## src/rtl/safe_lockout_ctrl.sv

```systemverilog
// Door-latch and wrong-code lockout sequencer behind the safe's code-check FSM.
// Optional tamper alarm is included when SAFE_ALARM_EN is defined.
//
// state   | meaning
// --------+---------------------------------------------------------
// IDLE    | verdicts accepted, entry_en high
// OPEN    | door latch driven for OPEN_CYCLES cycles
// LOCKOUT | entry blocked for LOCKOUT_CYCLES cycles after MAX_FAILS fails
module safe_lockout_ctrl #(
    parameter int MAX_FAILS      = 3,
    parameter int OPEN_CYCLES    = 8,
    parameter int LOCKOUT_CYCLES = 16
) (
    input  logic                           clk,
    input  logic                           rstn,
    input  logic                           unlock_valid,
    input  logic                           unlock,
    input  logic                           incorrect,
`ifdef SAFE_ALARM_EN
    input  logic                           alarm_ack,
    output logic                           alarm,
`endif
    output logic                           entry_en,
    output logic                           door_open,
    output logic                           locked_out,
    output logic [$clog2(MAX_FAILS+1)-1:0] fail_cnt,
    output logic [7:0]                     lockout_total
);

    localparam int FW    = $clog2(MAX_FAILS + 1);
    localparam int T_MAX = (OPEN_CYCLES > LOCKOUT_CYCLES) ? OPEN_CYCLES : LOCKOUT_CYCLES;
    // Clamp to one bit so the single-cycle windows still elaborate.
    localparam int TW    = (T_MAX > 1) ? $clog2(T_MAX) : 1;

    localparam logic [FW-1:0] FAIL_LAST = FW'(MAX_FAILS - 1);
    localparam logic [TW-1:0] OPEN_LOAD = TW'(OPEN_CYCLES - 1);
    localparam logic [TW-1:0] LOCK_LOAD = TW'(LOCKOUT_CYCLES - 1);

    typedef enum logic [1:0] {
        IDLE    = 2'd0,
        OPEN    = 2'd1,
        LOCKOUT = 2'd2
    } state_t;

    state_t          state;
    logic [TW-1:0]   timer;
    logic            pass_v;
    logic            fail_v;
    logic            lock_entry;

    assign pass_v     = unlock_valid & unlock;
    assign fail_v     = unlock_valid & ~unlock & incorrect;
    assign lock_entry = (state == IDLE) & fail_v & (fail_cnt == FAIL_LAST);

    always_ff @(posedge clk or negedge rstn) begin
        if (!rstn) begin
            state         <= IDLE;
            timer         <= '0;
            fail_cnt      <= '0;
            lockout_total <= 8'd0;
            entry_en      <= 1'b1;
            door_open     <= 1'b0;
            locked_out    <= 1'b0;
        end else begin
            case (state)
                IDLE: begin
                    if (pass_v) begin
                        state     <= OPEN;
                        fail_cnt  <= '0;
                        timer     <= OPEN_LOAD;
                        entry_en  <= 1'b0;
                        door_open <= 1'b1;
                    end else if (fail_v) begin
                        if (fail_cnt == FAIL_LAST) begin
                            state      <= LOCKOUT;
                            fail_cnt   <= '0;
                            timer      <= LOCK_LOAD;
                            entry_en   <= 1'b0;
                            locked_out <= 1'b1;
                            if (lockout_total != 8'hFF)
                                lockout_total <= lockout_total + 8'd1;
                        end else begin
                            fail_cnt <= fail_cnt + 1'b1;
                        end
                    end
                end
                OPEN, LOCKOUT: begin
                    // Verdicts are ignored here; only the window timer runs.
                    if (timer == '0) begin
                        state      <= IDLE;
                        entry_en   <= 1'b1;
                        door_open  <= 1'b0;
                        locked_out <= 1'b0;
                    end else begin
                        timer <= timer - 1'b1;
                    end
                end
                default: begin
                    state      <= IDLE;
                    timer      <= '0;
                    entry_en   <= 1'b1;
                    door_open  <= 1'b0;
                    locked_out <= 1'b0;
                end
            endcase
        end
    end

`ifdef SAFE_ALARM_EN
    // Sticky past lockout expiry; a new lockout beats a same-cycle ack.
    always_ff @(posedge clk or negedge rstn) begin
        if (!rstn)
            alarm <= 1'b0;
        else if (lock_entry)
            alarm <= 1'b1;
        else if (alarm_ack)
            alarm <= 1'b0;
    end
`endif

endmodule

```

## config.mk

```make
export PLATFORM = sky130hd
export DESIGN_NAME = safe_lockout_ctrl
export DESIGN_NICKNAME = d
export VERILOG_FILES = /design/src/rtl/safe_lockout_ctrl.sv
export SDC_FILE = /design/constraint.sdc
export NUM_CORES = 1
export LEC_CHECK = 0
export CAP_MARGIN = 20
export CORE_UTILIZATION = 46
export CTS_CLUSTER_SIZE = 12
export DETAILED_ROUTE_END_ITERATION = 16
export HOLD_SLACK_MARGIN = 0.03
export PLACE_DENSITY = 0.73
export SLEW_MARGIN = 20
export SYNTH_ARGS = -nofsm -noshare
export SYNTH_HDL_FRONTEND = slang
export SYNTH_SLANG_ARGS = --single-unit
```

## constraint.sdc

```tcl
create_clock -name clk -period 1.91 [get_ports clk]
set_clock_uncertainty 0.1 [all_clocks]
set_input_delay 0.191 -clock clk [delete_from_list [all_inputs] [get_ports clk]]
set_output_delay 0.191 -clock clk [all_outputs]
set_load 0.005 [all_outputs]
```

==> reports/results.ini, run 1 <==
[pwr]
total_power_w = 0.00206
seq_power_share = 0.314
switching_power_w = 0.000810
power.density_nw_per_um2 = 1400
p_int_w = 0.00125
clockPowerShare = 0.100
combinationalPowerShare = 0.586
power.leakage_nw = 0.696
peakVddDrop_mv = 0.689
switching_share = 0.394

[floorplanning]
die_width_um = 50.6
start_util = 0.491
fp-row-count = 17
num_io_pins = 18
die_y_um = 50.6
core_um2 = 2210
dieArea_um2 = 2560

[timing]
max_slew_margin = 0.703
setup_tns_ps = 0
slew_violations = 0
setup_viol = 0
worstMarginPinSlew_ps = 445
fmax_ghz = 0.542
hold_violations = 0
rsz0062_at_grt = false
post-route-min-period_ps = 1840
min_period_over_period = 0.966

[place]
place.gp.congestion = 0.789
portBuffers = 17
dp.cells = 171
placed_area_um2 = 1400
dp_hpwl_mm = 1.94

[drt]
antenna_left = 0
firstDrtPassIters = 4
wl_mm = 2.56
vias = 958
drc = 0
via_per_inst = 5.47
drtIter0Drc = 9
wire_per_inst_um = 14.6

[clock_network]
cts_setup_buffers = 0
cts_tree = done
cts_buffer_depth = 2
htreeDepth = 1
clk_pin_slew_ps = 110
postCtsHoldBufs = 0
numClockSinks = 19
clock_latency_ps = 300
cts_root_buffer = clkbuf_4
cts_inserted_buffers = 3

[synth]
synth_fp_nets = 123
synthArstFlopShare = 1.00
synthDominantCellAreaShare = 0.415
syn_area_um2 = 1090
ys.flop_type = dfrtp_1
syn_inst = 113
synth-edff-count = 0
synth_top_cell_by_area = dfrtp_1
yosys-top-cells-area = dfrtp_1 (41%), mux2_1 (6.2%), ha_1 (5.8%)
yosysWarnings = 0
postSynthAreaPerCell_um2 = 9.61
synth-seq-cells = 19
seq_area_frac_synth = 0.439
ys_types = 36

[critical_path]
critPathCaptureType = flip-flop
path_max_fanout = 8
crit_slowest_cell = dfrtp_1
cp_slowest_stage_delay_ps = 390
cp.required_ps = 2000
arrival_ps = 1930
start_kind = flip-flop
crit_path_cell_trace = inv_2 -> ha_4 -> buf_4 -> a21boi_1 -> and2_1 -> a31oi_2 -> mux2_1
path_class = reg2reg

[worst_hold_path]
hold_path.class = in2async

[job]
max-cap-violations = 0

[grt]
grt_max_degree = 11
grt_pass1_vias = 927
antenna_found_initial = 0
grt_pass1_wl_mm = 4.30
grt_overflow_total = 0
grt_use_total = 0.228

[final_layout]
stdcell_area_um2 = 1470
nets = 158
finalNonFillerCells = 175
synthToLayoutAreaGrowth_pct = 35.3
drive_gt1_frac = 0.224
diodes = 0
final_util = 0.664

[run_status]
status = finished clean

[flip-flops by register name (all words and copies together), names as in the netlist]
name and cells:
lockout_total 8, timer 4, fail_cnt 2, state 2, door_open 1, entry_en 1
locked_out 1
[kinds of logic after synthesis]
family / after synthesis / synth area share
buf+inv: 11 / 0.0484
mux: 6 / 0.0622
xor+xnor: 2 / 0.0161
fa+ha+maj: 5 / 0.0576
simple gates: 43 / 0.222
compound gates: 27 / 0.154
flops: 19 / 0.439
[final cells by class]
| class | instances | area (µm²) |
|---|---|---|
| inverters | 8 | 30.0 |
| multi-input cells | 83 | 611 |
| clock buffers | 4 | 26.3 |
| well taps | 28 | 35.0 |
| repair buffers | 33 | 290 |
| flip-flops and latches | 19 | 477 |
| fillers | 198 | 743 |
[worst max-delay path: cells and delay by family (launching register included)]
family	cells	cell delay [ps]
buffers and inverters	2	220
adders and majority gates	1	170
AOI/OAI and AO/OA	2	330
muxes	1	340
and+or+nand+nor	1	190
DFF	1	390
[power by group through the flow]
stage / Combinational [W] / Sequential (W) / Clock [W]
2_1_floorplan: 0.000667 / 0.000653 / 0
3_3_place_gp: 0.00108 / 0.000638 / 0
3_5_place_dp: 0.00112 / 0.000652 / 0
4_1_cts: 0.00116 / 0.000643 / 0.000210
5_1_grt: 0.00133 / 0.000662 / 0.000231
6_report: 0.00121 / 0.000646 / 0.000206
[stage by stage]
stage               hold slack [ps]  setup slack [ps]
floorplan                      -205             -15.8
global placement                378              -148
detailed placement              383              -190
CTS                             107              2.20
global route                    112              9.92
finish                         91.0              65.8
[placed cells by master (no fill, tap or decap), types with 2 or more instances in the layout]
master | netlist | routed
nor2_1 | 6 | 6
a21oi_1 | 7 | 7
clkdlybuf4s50_1 | 0 | 17
mux2_1 | 6 | 5
nor3_4 | 0 | 2
nand4_1 | 2 | 2
clkbuf_4 | 0 | 3
nor3_1 | 3 | 3
o2bb2ai_1 | 2 | 2
nand2_1 | 14 | 13
ha_1 | 5 | 4
inv_2 | 0 | 2
and3_1 | 2 | 2
dfrtp_1 | 18 | 18
nor4_1 | 3 | 2
o21ai_0 | 9 | 9
nand3_1 | 3 | 3
buf_4 | 1 | 16
xor2_1 | 2 | 2
inv_1 | 8 | 6
[final timing paths]
kind | slack [ps] | startpoint | cells after the start | endpoint
max reg2reg | 70 | state[1]$_DFFE_PN0P_ | 7 | timer[1]$_DFFE_PN0P_
min reg2reg | 400 | entry_en$_DFFE_PN1P_ | 1 | entry_en$_DFFE_PN1P_
min | 90 | rstn | 1 | timer[3]$_DFFE_PN0P_
min in group clk | 400 | entry_en$_DFFE_PN1P_ | 1 | entry_en$_DFFE_PN1P_
max | 70 | state[1]$_DFFE_PN0P_ | 7 | timer[1]$_DFFE_PN0P_
max in group asynchronous | 1110 | rstn | 2 | fail_cnt[1]$_DFFE_PN0P_
[Yosys cell counts, types with 2 or more instances]
| cell | number |
|---|---|
| nor4_1 | 3 |
| nor3_1 | 3 |
| o21ai_0 | 9 |
| inv_1 | 8 |
| ha_1 | 5 |
| nand3_1 | 3 |
| nand2_1 | 14 |
| nand4_1 | 2 |
| mux2_1 | 6 |
| and3_1 | 2 |
| a21oi_1 | 7 |
| nor3_2 | 2 |
| o2bb2ai_1 | 2 |
| nor2_1 | 6 |
| a31oi_1 | 2 |
| xor2_1 | 2 |
| dfrtp_1 | 18 |
[per-layer routing]
metal | share of wire | track usage | vias up | wire length [µm]
met5 | 0 | 0 | - | 0
met4 | 0.012 | 0.0833 | 0 | 30
met3 | 0.022 | 0.0364 | 4 | 57
met2 | 0.51 | 0.391 | 17 | 1310
met1 | 0.45 | 0.285 | 466 | 1150
li1 | - | - | 471 | -
[what timing repair did]
item | CTS | global route
pin swaps | 0 | 3
endpoints found under the setup margin | 6 | 4
gates resized for setup | 4 | 6
hold endpoints to repair | 0 | 0
(Power assumes the default switching activity.)
==> inputs of run 2 (changes only) <==
--- a/config.mk
+++ b/config.mk
@@ -11,6 +11,7 @@
 export DETAILED_ROUTE_END_ITERATION = 16
 export HOLD_SLACK_MARGIN = 0.03
 export PLACE_DENSITY = 0.73
+export SETUP_SLACK_MARGIN = 0.05
 export SLEW_MARGIN = 20
 export SYNTH_ARGS = -nofsm -noshare
 export SYNTH_HDL_FRONTEND = slang
==> reports/results.ini, run 2 (synthesis gave the netlist of run 1 again) <==
[run_status]
status = finished clean

[final_layout]
reg_top3 = lockout_total x8, timer x4
final_util = 0.673  ; +0.00848
final_cell_mix = dfrtp_1 (18), clkdlybuf4s50_1 (17), buf_4 (16), nand2_1 (13), o21ai_0 (9)
multi_input_area_um2 = 629  ; +3.1%
drive_gt1_frac = 0.238  ; +0.0136
fillers = 177  ; -11%
diodes = 0  ; unchanged
nets = 158  ; unchanged
top_register = lockout_total
synthToLayoutAreaGrowth_pct = 37.0
largest_reg_flops = 8  ; unchanged
finalNonFillerCells = 175  ; unchanged
register_area_um2 = 477  ; unchanged
final_common_cell = dfrtp_1

[drt]
vias = 963  ; +0.52%
antenna_left = 0  ; unchanged
drc = 0  ; unchanged
via_per_inst = 5.50  ; +0.52%
drtIter0Drc = 18  ; +9
wl_mm = 2.52  ; -1.5%
wire_per_inst_um = 14.4  ; -1.5%
firstDrtPassIters = 4  ; unchanged

[critical_path]
arrival_ps = 1900  ; -30 ps
start_kind = flip-flop
path_class = reg2reg
critPathCaptureType = flip-flop
path_max_fanout = 5  ; -3
cp.required_ps = 1990  ; about the same

[pwr]
p_int_w = 0.00129  ; +3.4%
combinationalPowerShare = 0.604  ; +0.018
switching_share = 0.392  ; -0.00187
switching_power_w = 0.000831  ; +2.6%
power.density_nw_per_um2 = 1430  ; +1.8%
peakVddDrop_mv = 0.683  ; -0.79%
seq_power_share = 0.303  ; -0.011
clockPowerShare = 0.093  ; -0.007
power.leakage_nw = 0.704  ; +1.1%

[place]
place.gp.congestion = 0.788  ; about the same
dp.cells = 171  ; unchanged
portBuffers = 17  ; unchanged
dp_hpwl_mm = 1.91  ; -1.6%
dpl_worst_slack_ps = -170  ; +20.2 ps

[timing]
slew_violations = 0  ; unchanged
setup_viol = 0  ; unchanged
fmax_ghz = 0.550  ; +1.4%
fin_ws_ps = 90.7  ; +24.9 ps
fin_hold_ws_ps = 102  ; +10.6 ps
worstMarginPinSlew_ps = 440  ; -4.49 ps
hold_violations = 0  ; unchanged
post-route-min-period_ps = 1820  ; -24.9 ps
max_slew_margin = 0.706  ; +0.00300
min_period_over_period = 0.953  ; -0.0130
setup_tns_ps = 0  ; unchanged
rsz0062_at_grt = true

[clock_network]
cts_tree = done
postCtsHoldBufs = 0  ; unchanged
cts_buffer_depth = 2  ; unchanged
cts_setup_buffers = 0  ; unchanged
cts_inserted_buffers = 3  ; unchanged
numClockSinks = 19  ; unchanged
htreeDepth = 1  ; unchanged
clock_latency_ps = 280  ; -20 ps
cts_root_buffer = clkbuf_4
clk_pin_slew_ps = 110  ; about the same

[grt]
grt_max_degree = 11  ; unchanged
antenna_found_initial = 0  ; unchanged
grt_pass1_wl_mm = 4.28  ; -0.47%
grt_overflow_total = 0  ; unchanged
grt_pass1_vias = 934  ; +0.76%
grt_use_total = 0.224  ; -0.00376

[floorplanning]
dieArea_um2 = 2560  ; unchanged
start_util = 0.491  ; unchanged
die_width_um = 50.6  ; unchanged
num_io_pins = 18  ; unchanged
die_y_um = 50.6  ; unchanged
fp-row-count = 17  ; unchanged
core_um2 = 2210  ; unchanged

[worst_hold_path]
hold_path.class = in2async

[job]
max-cap-violations = 0  ; unchanged

run 2: cell counts in the layout (fill, tap and decap cells not counted):
Identical to the previous run, type by type.
run 2: final cells by class:
class	count	area share
multi-input combinational	83	0.423
sequential	19	0.320
timing repair buffer	33	0.195
tap	28	0.0235
inverter	8	0.0202
clock buffer	4	0.0177
run 2: per-layer routing:
metal	part of all wire	vias up	global-route usage
met4	0.0052	0	0.0556
li1	-	472	-
met2	0.52	24	0.398
met3	0.029	2	0.0364
met1	0.44	465	0.280
met5	0	-	0
run 2: per-stage QoR:
stage | total power, W | area (µm²)
final | 0.00212 | 1490
after global routing | 0.00230 | 1490
after CTS | 0.00206 | 1450
after detailed placement | 0.00178 | 1400
after global placement | 0.00172 | 1400
after floorplan | 0.00132 | 1100
run 2: power by group through the flow:
stage | logic, W | clock network, W | registers, W
2_1_floorplan | 0.000667 | 0 | 0.000653
5_1_grt | 0.00141 | 0.000228 | 0.000659
3_5_place_dp | 0.00113 | 0 | 0.000648
4_1_cts | 0.00121 | 0.000203 | 0.000639
3_3_place_gp | 0.00108 | 0 | 0.000638
6_report | 0.00128 | 0.000198 | 0.000643
run 2: final timing paths:
check / start / endpoint / slack (ps) / cells after the start
worst max-delay path: state[1]$_DFFE_PN0P_ / lockout_total[1]$_DFFE_PN0P_ / 90 / 6
worst min-delay path: rstn / timer[0]$_DFFE_PN0P_ / 100 / 1
worst max register to register: state[1]$_DFFE_PN0P_ / lockout_total[1]$_DFFE_PN0P_ / 90 / 6
worst min register to register: entry_en$_DFFE_PN1P_ / entry_en$_DFFE_PN1P_ / 400 / 1
max in group asynchronous: rstn / fail_cnt[1]$_DFFE_PN0P_ / 1100 / 2
min in group clk: entry_en$_DFFE_PN1P_ / entry_en$_DFFE_PN1P_ / 400 / 1
run 2: worst max-delay path, stage by stage (launching register included):
cell,delay [ps]
dfrtp_1,420
inv_2,90
ha_4,150
nand2_4,60
or3_4,430
nor2_2,150
mux2_1,320
run 2: repair_timing:
action | 4_1_cts | 5_1_grt
endpoints found under the hold margin | 0 | 0
pin swaps | 0 | 3
endpoints found under the setup margin | 7 | 3
gates resized for setup | 6 | 7
==> variant, RTL diff (settings of run 1) <==
The 3 states of `state_t` get a one-hot encoding in 3 bits.
--- a/src/rtl/safe_lockout_ctrl.sv
+++ b/src/rtl/safe_lockout_ctrl.sv
@@ -36,10 +36,10 @@
     localparam logic [TW-1:0] OPEN_LOAD = TW'(OPEN_CYCLES - 1);
     localparam logic [TW-1:0] LOCK_LOAD = TW'(LOCKOUT_CYCLES - 1);
 
-    typedef enum logic [1:0] {
-        IDLE    = 2'd0,
-        OPEN    = 2'd1,
-        LOCKOUT = 2'd2
+    typedef enum logic [2:0] {
+        IDLE    = 3'b001,
+        OPEN    = 3'b010,
+        LOCKOUT = 3'b100
     } state_t;
 
     state_t          state;
Behaviour: same outputs for any inputs over 10 cycles, from zero or initial values and one cycle with rstn low; not proved beyond that.
==> variant against run 1 <==
Setup slack got worse by 0.0093 ns; sequential cell count did not move; final area fell by 9.3%; total power fell by 25%; area after synthesis fell by 9.6%; wire length fell by 19%; utilization rose by 0.83 points; sequential power fell by 5.3%; largest power group unchanged; highest routed layer unchanged.
==> variant: results (changes against run 1) <==
[status]
outcome=complete, no violations

[place]
dp_cells=147  ; -14%
place.gp.congestion=0.775  ; -1.8%
placed_area_mm2=0.00127  ; -8.7%
dp_hpwl_um=1550  ; -20%

[detailed_routing]
final_antenna_net_count=0  ; unchanged
drtIter0Drc=17  ; +8
met3WireLength_um=70  ; +23%
wl_met2_um=965  ; -27%
vias=833  ; -13%
via_per_inst=5.48  ; +0.11%
wire_per_inst_um=13.7  ; -6.2%
drt-met1-wl_um=1000  ; -13%

[power]
seq_power_share_pct=39.7  ; +8.3 points
ir_drop_uv=704  ; +2.3%
p_sw_uw=546  ; -33%
comb_power_uw=721  ; -40%
leakagePower_nw=0.578  ; -17%

[grt]
grt.met3_usage_pct=3.33  ; -0.30 points
grt_pass1_vias=726  ; -22%
grt_max_degree=20  ; +9
grt_pass1_wl_um=3080  ; -28%
grt_usage_pct=20.0  ; -2.7 points
use_met2_pct=32.0  ; -7.1 points

[worst_setup_path]
cp-endpoint=lockout_total[1]
cp_slowest_cell=dfstp_2
r2r_start=state[0]
critPathMaxStageDelay_ns=0.55  ; +0.16 ns
worst-path-max-fanout=6  ; -2
crit_type=reg2reg
worstPathArrival_ns=1.95  ; +0.02 ns

[synth]
netlist_instances=92  ; -19%
synth_xor_xnor_area_share_pct=7.13  ; +5.5 points
synth_fa_ha_area_share_pct=3.82  ; -1.9 points
synth_compound_gate_area_share_pct=17.3  ; +1.9 points
synthMuxAreaShare_pct=1.15  ; -5.1 points
synthTopCellsByArea=dfrtp_1, xnor2_1, ha_1
yosysSeqAreaShare_pct=48.5  ; +4.6 points

[layout]
reg_top3=lockout_total: 8 flops, timer: 4 flops, state: 3 flops
final_util_pct=67.2  ; +0.83 points
nFillCells=157  ; -21%
drive_gt1_share_pct=24.0  ; +1.6 points
final_nets=134  ; -15%

[sta]
relSlewSlack_pct=77.3  ; +7.0 points

[variant: changes by cell type in the layout (fill, tap and decap cells not counted), sizes merged, moves of 3 or more]
| cell | delta |
|---|---|
| xnor2 | +7 |
| nand2 | -6 |
| mux2 | -5 |
| nor2 | -5 |
| inv | -4 |
| o21ai | -4 |
| a21oi | -3 |
| nor4 | -3 |
[variant: per-stage QoR]
step	TNS [ns]	setup WS (ns)	hold slack (ns)
floorplan	-0.167	-0.0967	-0.205
global placement	-0.0249	-0.0249	0.384
detailed placement	-0.139	-0.0691	0.379
CTS	0	0.0136	0.111
global route	0	0.00808	0.125
finish	0	0.0565	0.109
[variant: area by class of cell]
| class | instances | area share, % |
|---|---|---|
| inverter | 4 | 1.13 |
| multi-input combinational | 67 | 37.9 |
| sequential | 19 | 35.8 |
| clock buffer | 4 | 1.97 |
| timing repair buffer | 31 | 20.7 |
| tap | 27 | 2.54 |
[variant: what timing repair did]
item,in CTS,in global routing
setup endpoints to repair,5,8
resized for setup,0,6
pin swaps,1,0
setup buffers,1,0
